`src/rtl/leaf_pkg.sv`:
```
// Shared page-level constants for leaf_interface and its stream FIFOs.
package leaf_pkg;

  localparam int unsigned PAYLOAD_BITS_DEF   = 32;
  localparam int unsigned FIFO_ADDR_BITS_DEF = 7;

  function automatic int unsigned fifo_depth(input int unsigned addr_bits);
    return 32'd1 << addr_bits;
  endfunction

endpackage

```
`src/rtl/leaf_stream_fifo_ram.sv`:
```
// Simple dual-port RAM: synchronous write, asynchronous read (LUTRAM-style).
module leaf_stream_fifo_ram
  import leaf_pkg::*;
#(
  parameter int unsigned PAYLOAD_BITS = PAYLOAD_BITS_DEF,
  parameter int unsigned ADDR_BITS    = FIFO_ADDR_BITS_DEF
) (
  input  logic                    clk,
  input  logic                    we_i,
  input  logic [ADDR_BITS-1:0]    waddr_i,
  input  logic [PAYLOAD_BITS-1:0] wdata_i,
  input  logic [ADDR_BITS-1:0]    raddr_i,
  output logic [PAYLOAD_BITS-1:0] rdata_o
);

  localparam int unsigned Depth = fifo_depth(ADDR_BITS);

  logic [PAYLOAD_BITS-1:0] mem_q [Depth];

  always_ff @(posedge clk) begin
    if (we_i) begin
      mem_q[waddr_i] <= wdata_i;
    end
  end

  assign rdata_o = mem_q[raddr_i];

endmodule

```
`src/rtl/leaf_stream_fifo.sv`:
```
// First-word-fall-through elastic buffer between leaf_interface and a kernel input stream.
module leaf_stream_fifo
  import leaf_pkg::*;
#(
  parameter int unsigned PAYLOAD_BITS = PAYLOAD_BITS_DEF,
  parameter int unsigned ADDR_BITS    = FIFO_ADDR_BITS_DEF
) (
  input  logic                    clk,
  input  logic                    reset,
  input  logic [PAYLOAD_BITS-1:0] din,
  input  logic                    vld_in,
  output logic                    ack_out,
  output logic [PAYLOAD_BITS-1:0] dout,
  output logic                    vld_out,
  input  logic                    ack_in,
  output logic [ADDR_BITS:0]      level,
  output logic [ADDR_BITS:0]      max_level
);

  localparam logic [ADDR_BITS:0] DepthLvl = (ADDR_BITS+1)'(fifo_depth(ADDR_BITS));

  logic [ADDR_BITS-1:0] wr_ptr_q, wr_ptr_d;
  logic [ADDR_BITS-1:0] rd_ptr_q, rd_ptr_d;
  logic [ADDR_BITS:0]   level_q, level_d;
  logic [ADDR_BITS:0]   max_level_q, max_level_d;
  logic                 full, empty, push, pop;

  assign full  = (level_q == DepthLvl);
  assign empty = (level_q == '0);

  // Reset blocks both handshakes so nothing is accepted or consumed in that cycle.
  assign push = vld_in && !full && !reset;
  assign pop  = !empty && ack_in && !reset;

  always_comb begin
    wr_ptr_d    = wr_ptr_q;
    rd_ptr_d    = rd_ptr_q;
    level_d     = level_q;
    max_level_d = max_level_q;
    if (push) begin
      wr_ptr_d = wr_ptr_q + 1'b1;
    end
    if (pop) begin
      rd_ptr_d = rd_ptr_q + 1'b1;
    end
    level_d = level_q + {{ADDR_BITS{1'b0}}, push} - {{ADDR_BITS{1'b0}}, pop};
    if (level_d > max_level_q) begin
      max_level_d = level_d;
    end
  end

  always_ff @(posedge clk) begin
    if (reset) begin
      wr_ptr_q    <= '0;
      rd_ptr_q    <= '0;
      level_q     <= '0;
      max_level_q <= '0;
    end else begin
      wr_ptr_q    <= wr_ptr_d;
      rd_ptr_q    <= rd_ptr_d;
      level_q     <= level_d;
      max_level_q <= max_level_d;
    end
  end

  leaf_stream_fifo_ram #(
    .PAYLOAD_BITS (PAYLOAD_BITS),
    .ADDR_BITS    (ADDR_BITS)
  ) u_ram (
    .clk     (clk),
    .we_i    (push),
    .waddr_i (wr_ptr_q),
    .wdata_i (din),
    .raddr_i (rd_ptr_q),
    .rdata_o (dout)
  );

  assign ack_out   = push;
  assign vld_out   = !empty;
  assign level     = level_q;
  assign max_level = max_level_q;

endmodule
```
`config.mk`:
```
export PLATFORM = sky130hd
export DESIGN_NAME = leaf_stream_fifo
export DESIGN_NICKNAME = d
export VERILOG_FILES = /design/src/rtl/leaf_pkg.sv /design/src/rtl/leaf_stream_fifo_ram.sv /design/src/rtl/leaf_stream_fifo.sv
export SDC_FILE = /design/constraint.sdc
export NUM_CORES = 2
export LEC_CHECK = 0
export ABC_AREA = 1
export CELL_PAD_IN_SITES_DETAIL_PLACEMENT = 2
export CELL_PAD_IN_SITES_GLOBAL_PLACEMENT = 2
export CORE_MARGIN = 4
export CORE_UTILIZATION = 48
export CTS_CLUSTER_SIZE = 30
export DETAILED_ROUTE_END_ITERATION = 12
export MAX_ROUTING_LAYER = met4
export PLACE_DENSITY_LB_ADDON = 0.2
export SETUP_SLACK_MARGIN = 0.4
export SKIP_LAST_GASP = 1
export SYNTH_ARGS = -nofsm -noshare
export SYNTH_HDL_FRONTEND = slang
export SYNTH_SLANG_ARGS = --single-unit
```
`constraint.sdc`:
```
create_clock -name clk -period 6.2 [get_ports clk]
set_input_delay 1.24 -clock clk [delete_from_list [all_inputs] [get_ports clk]]
set_output_delay 1.24 -clock clk [all_outputs]
set_load 0.005 [all_outputs]
```
==> results.md, run 1 <==
* Status: did not finish
* Failed at: global routing
* Halt Reason: [ERROR DPL-0033] detailed placement checks failed during check placement.
* Largest net degree at the start of global routing at 145
* Ys async rst share at 0%
* Mapped Cells at 13570
* Initial antenna violation count at 92
* Placed cell count at 17720
* Commonest cells in the netlist: nand2_1, edfxtp_1, nand3_1
* Leading area contributor after synthesis: edfxtp_1
* Starting Density at 48.33%
* WEP type: primary output
* Bufs on Longest Clock Path at 4
* Worst setup endpoint GRT: dout[20]
* DP Wirelength at 390200 um
* Post-Syn Area per Cell at 12.25 um2
* Synth Net Count at 13630
* Top FF cell, synth: edfxtp_1
* Unique masters post-synth at 30
* Setup WS pre-CTS at 539.8 ps
* Synthesized area at 166300 um2
* CTS H-tree depth at 5
* Most common cell in the netlist: nand2_1
* Sequential-to-total area share from yosys stat at 74.41%
* Synth top area share at 73.96%
* Area contributors post-synth: edfxtp_1, nand3_1, nand2_1
* Post-synth EDFFs at 4096
* CTS buffer count at 435
* GPL Wtd Cong at 0.9112
* I/O Buffers at 85
* Chip height at 596.6 um
* Die width at 596.6 um
* Ports at 86
* Yosys Warn Count at 0
* Clk sink count at 4133
* # hold bufs at CTS at 0
* Std-Cell Rows at 215
* Number of synthesized register bits at 4133
* Root Buffer: clkbuf_16
-- timing repair --
action                                  in CTS
gates cloned                                17
endpoints found under the setup margin      32
gates resized for setup                    154
setup buffers                               18
-- stage by stage --
stage                     util, %  area, um2
after floorplan                 -     166300
after CTS                   54.66     188100
after detailed placement    50.25     172900
after global placement      50.25     172900
-- cell families after synthesis --
kind of cell    after synthesis  synth area share, %
simple gates               8412                22.06
fa+ha+maj                    23               0.1776
compound gates               30              0.09556
buf+inv                     968                3.221
xor+xnor                      8              0.04213
flops                      4133                74.41
==> inputs of run 2 (changes only) <==
Settings changed: CELL_PAD_IN_SITES_DETAIL_PLACEMENT 2 to unset, CELL_PAD_IN_SITES_GLOBAL_PLACEMENT 2 to unset, CORE_UTILIZATION 48 to 39, CTS_CLUSTER_SIZE 30 to unset, MAX_ROUTING_LAYER met4 to unset, PLACE_DENSITY_LB_ADDON 0.2 to 0.15, SETUP_SLACK_MARGIN 0.4 to unset.
==> results.md, run 2 <==
* Status: completed
* Chip height at 661 um (+11%)
* Area contributors post-synth: edfxtp_1, nand3_1, nand2_1
* Vias in the first global route at 103700
* FF-to-FF Start: level[2]
* Crit path max fanout at 103
* CP arrival at 4920 ps
* Min-Delay Endpoint: max_level[6]
* Unique masters post-synth at 30 (unchanged)
* Reg2Reg Setup Slack at 1820 ps
* First-pass GRT wire length at 762200 um
* Met2 WL at 244900 um
* Final Util at 44.46%
* Synth top area share at 73.96% (unchanged)
* I/O Buffers at 85 (unchanged)
* Synth Net Count at 13630 (unchanged)
* Area Growth Syn to Fin at 13.44%
* Metal-1 WL at 234000 um
* DP Wirelength at 303100 um (-22%)
* Clk sink count at 4133 (unchanged)
* DRT iter0 DRCs at 12800
* Max Freq at 162.2 MHz
* Crit start category: flip-flop
* Core ar. at 424300 um2
* Antenna-violating nets left at 0
* Initial antenna violation count at 19
* GRT Util Overall at 23.92%
* Synthesized area at 166300 um2 (unchanged)
* Pwr dens at 368.9 nW/um2
* DR vias/cell at 5.559
* Hold Path Class: reg2reg
* Unrepaired setup endpoints after global routing: yes
* Worst Path Required at 4960 ps
* # nets final at 13700
* Gr ovfl total at 0
* Root Buffer: clkbuf_16
* Worst-Skew Late Latency at 1010 ps
* Final setup violation count at 0
* Fin. max-slew vios at 0
* Leading cell types in the layout, fill and taps excluded: nand2_1, edfxtp_1, nand3_1
* Clock Pin Slew Worst Setup and Hold Paths at 60 ps
* Tmin final at 6164 ps
* Leakage Power at 0.06468 uW
* Die area at 436900 um2
* Placed cell count at 18860 (+6.4%)
* CTS tree: yes
* Most common cell in the netlist: nand2_1
* Max VDD drop at 0.2537 mV
* Largest Register: u_ram.mem_q
* Path type of the worst setup path: reg2out
* Filler Cells Inserted at 38290
* Wire length per cell at 27.23 um
* Pre-Repair DR Iteration Count at 9
* Final period utilization at 99.41%
* Crit end category: output pin
* Die width at 661 um (+11%)
* Top layer in use: met5
* Worst hold path startpoint: max_level[6]
* CTS H-tree depth at 5 (unchanged)
* Hold Vio Cnt, Final at 0
* Cell Count, Final, Fillers Out at 19680
* CTS buffer count at 443 (+1.8%)
* Critical R2R Capture: max_level[2]
* Layout cells sized above 1 at 8.714%
* Post-Syn Area per Cell at 12.25 um2 (unchanged)
* Via Count at 109400
* Reg2reg path depth at 26
* Top FF cell, synth: edfxtp_1
* Yosys Warn Count at 0 (unchanged)
* Layout Skew at 81.14 ps
* Sequential-to-total area share from yosys stat at 74.41% (unchanged)
* Bufs on Longest Clock Path at 4 (unchanged)
* Total wire length at 535900 um
* Starting Density at 39.19% (-9.1 points)
* Largest net degree at the start of global routing at 188
* # hold bufs at CTS at 0 (unchanged)
* Leading area contributor after synthesis: edfxtp_1
* Std-Cell Rows at 239 (+11%)
* WHS Path Cells at 2
* GPL Wtd Cong at 0.8607 (-5.5%)
* Max-capacitance violation count at 0
* Max FFs per register at 4096
* # DRC at 0
* Ys async rst share at 0% (unchanged)
* Number of synthesized register bits at 4133 (unchanged)
* Mapped Cells at 13570 (unchanged)
* Ports at 86 (unchanged)
* Total power at 69590 uW
* Post-synth EDFFs at 4096 (unchanged)
* Most common cell after layout, fill and taps aside: nand2_1
* Met3 WL at 38900 um
* Commonest cells in the netlist: nand2_1, edfxtp_1, nand3_1
* Max-Slew Margin vs Limit at 14.93%
* Actual slew at the worst max-slew pin at 1273 ps
==> run 2: cell counts after synthesis <==
Identical to the previous run, type by type.
==> run 2: timing repair <==
action | 4_1_cts | 5_1_grt
endpoints found under the setup margin | 16 | 5
cloned | 1 | 0
gates resized for setup | 7 | 4
buffers inserted | 2 | 0
==> run 2: critical path, cell delays in order (launching register included) <==
cell             delay (ps)
dfxtp_4                 580
buf_4                   290
buf_12                  360
nand2_1                 110
nand3_1                 110
nand3_1                 100
nand3_1                 120
nand3_1                 350
nand3_1                 300
nand3_1                 470
nand2_1                 390
clkdlybuf4s50_1         560
==> run 2: final cells by class <==
type | count | area (um2) | area share, %
clock buffer | 550 | 11570 | 6.134
tap | 5663 | 7086 | 3.756
antenna | 9 | 22.52 | 0.01194
multi-input combinational | 8473 | 38200 | 20.25
timing repair buffer | 536 | 5487 | 2.908
sequential | 4133 | 123800 | 65.60
clock inverter | 263 | 2257 | 1.196
inverter | 57 | 266.5 | 0.1413
==> run 2: per-stage QoR <==
step / setup slack (ps) / TNS, ps / instance area, um2 / hold WS, ps
3_5_place_dp: 842.0 / 0 / 174700 / 489.9
2_1_floorplan: 1577 / 0 / 166300 / 471.2
5_1_grt: -10.37 / -10.37 / 188600 / 516.9
6_report: 36.41 / 0 / 188700 / 494.4
3_3_place_gp: 831.8 / 0 / 174700 / 495.0
4_1_cts: 9.791 / 0 / 188600 / 460.5
==> run 2: power breakdown <==
part	switching [uW]	internal (uW)	total [uW]
clock network	11100	14400	25500
logic	9370	3840	13200
registers	82.5	30800	30900
total	20500	49100	69600
==> run 2: how the worst max path moves through the flow <==
stage	startpoint	end	slack (ps)	depth (start not counted)
after floorplan	reset	u_ram.mem_q[95][0]	1580	4
final	flip-flop	dout[4]	40	11
after global routing	flip-flop	dout[23]	-10	13
after global placement	flip-flop	dout[29]	830	10
after detailed placement	flip-flop	dout[8]	840	10
after CTS	flip-flop	dout[22]	10	13
==> run 2: cell families after synthesis <==
logic type,share of synthesized area [%]
AND/OR/NAND/NOR,22.06
flip-flops,74.41
XOR/XNOR,0.04213
AO/OA/AOI/OAI,0.09556
buffers and inverters,3.221
adder cells (fa/ha/maj),0.1776
==> run 2: per-layer routing <==
layer	GRT usage, %	vias up
met5	0	-
met4	7.461	4
met3	3.086	769
met2	37.52	4361
met1	34.69	55490
li1	-	48790
(Power assumes the default switching activity.)
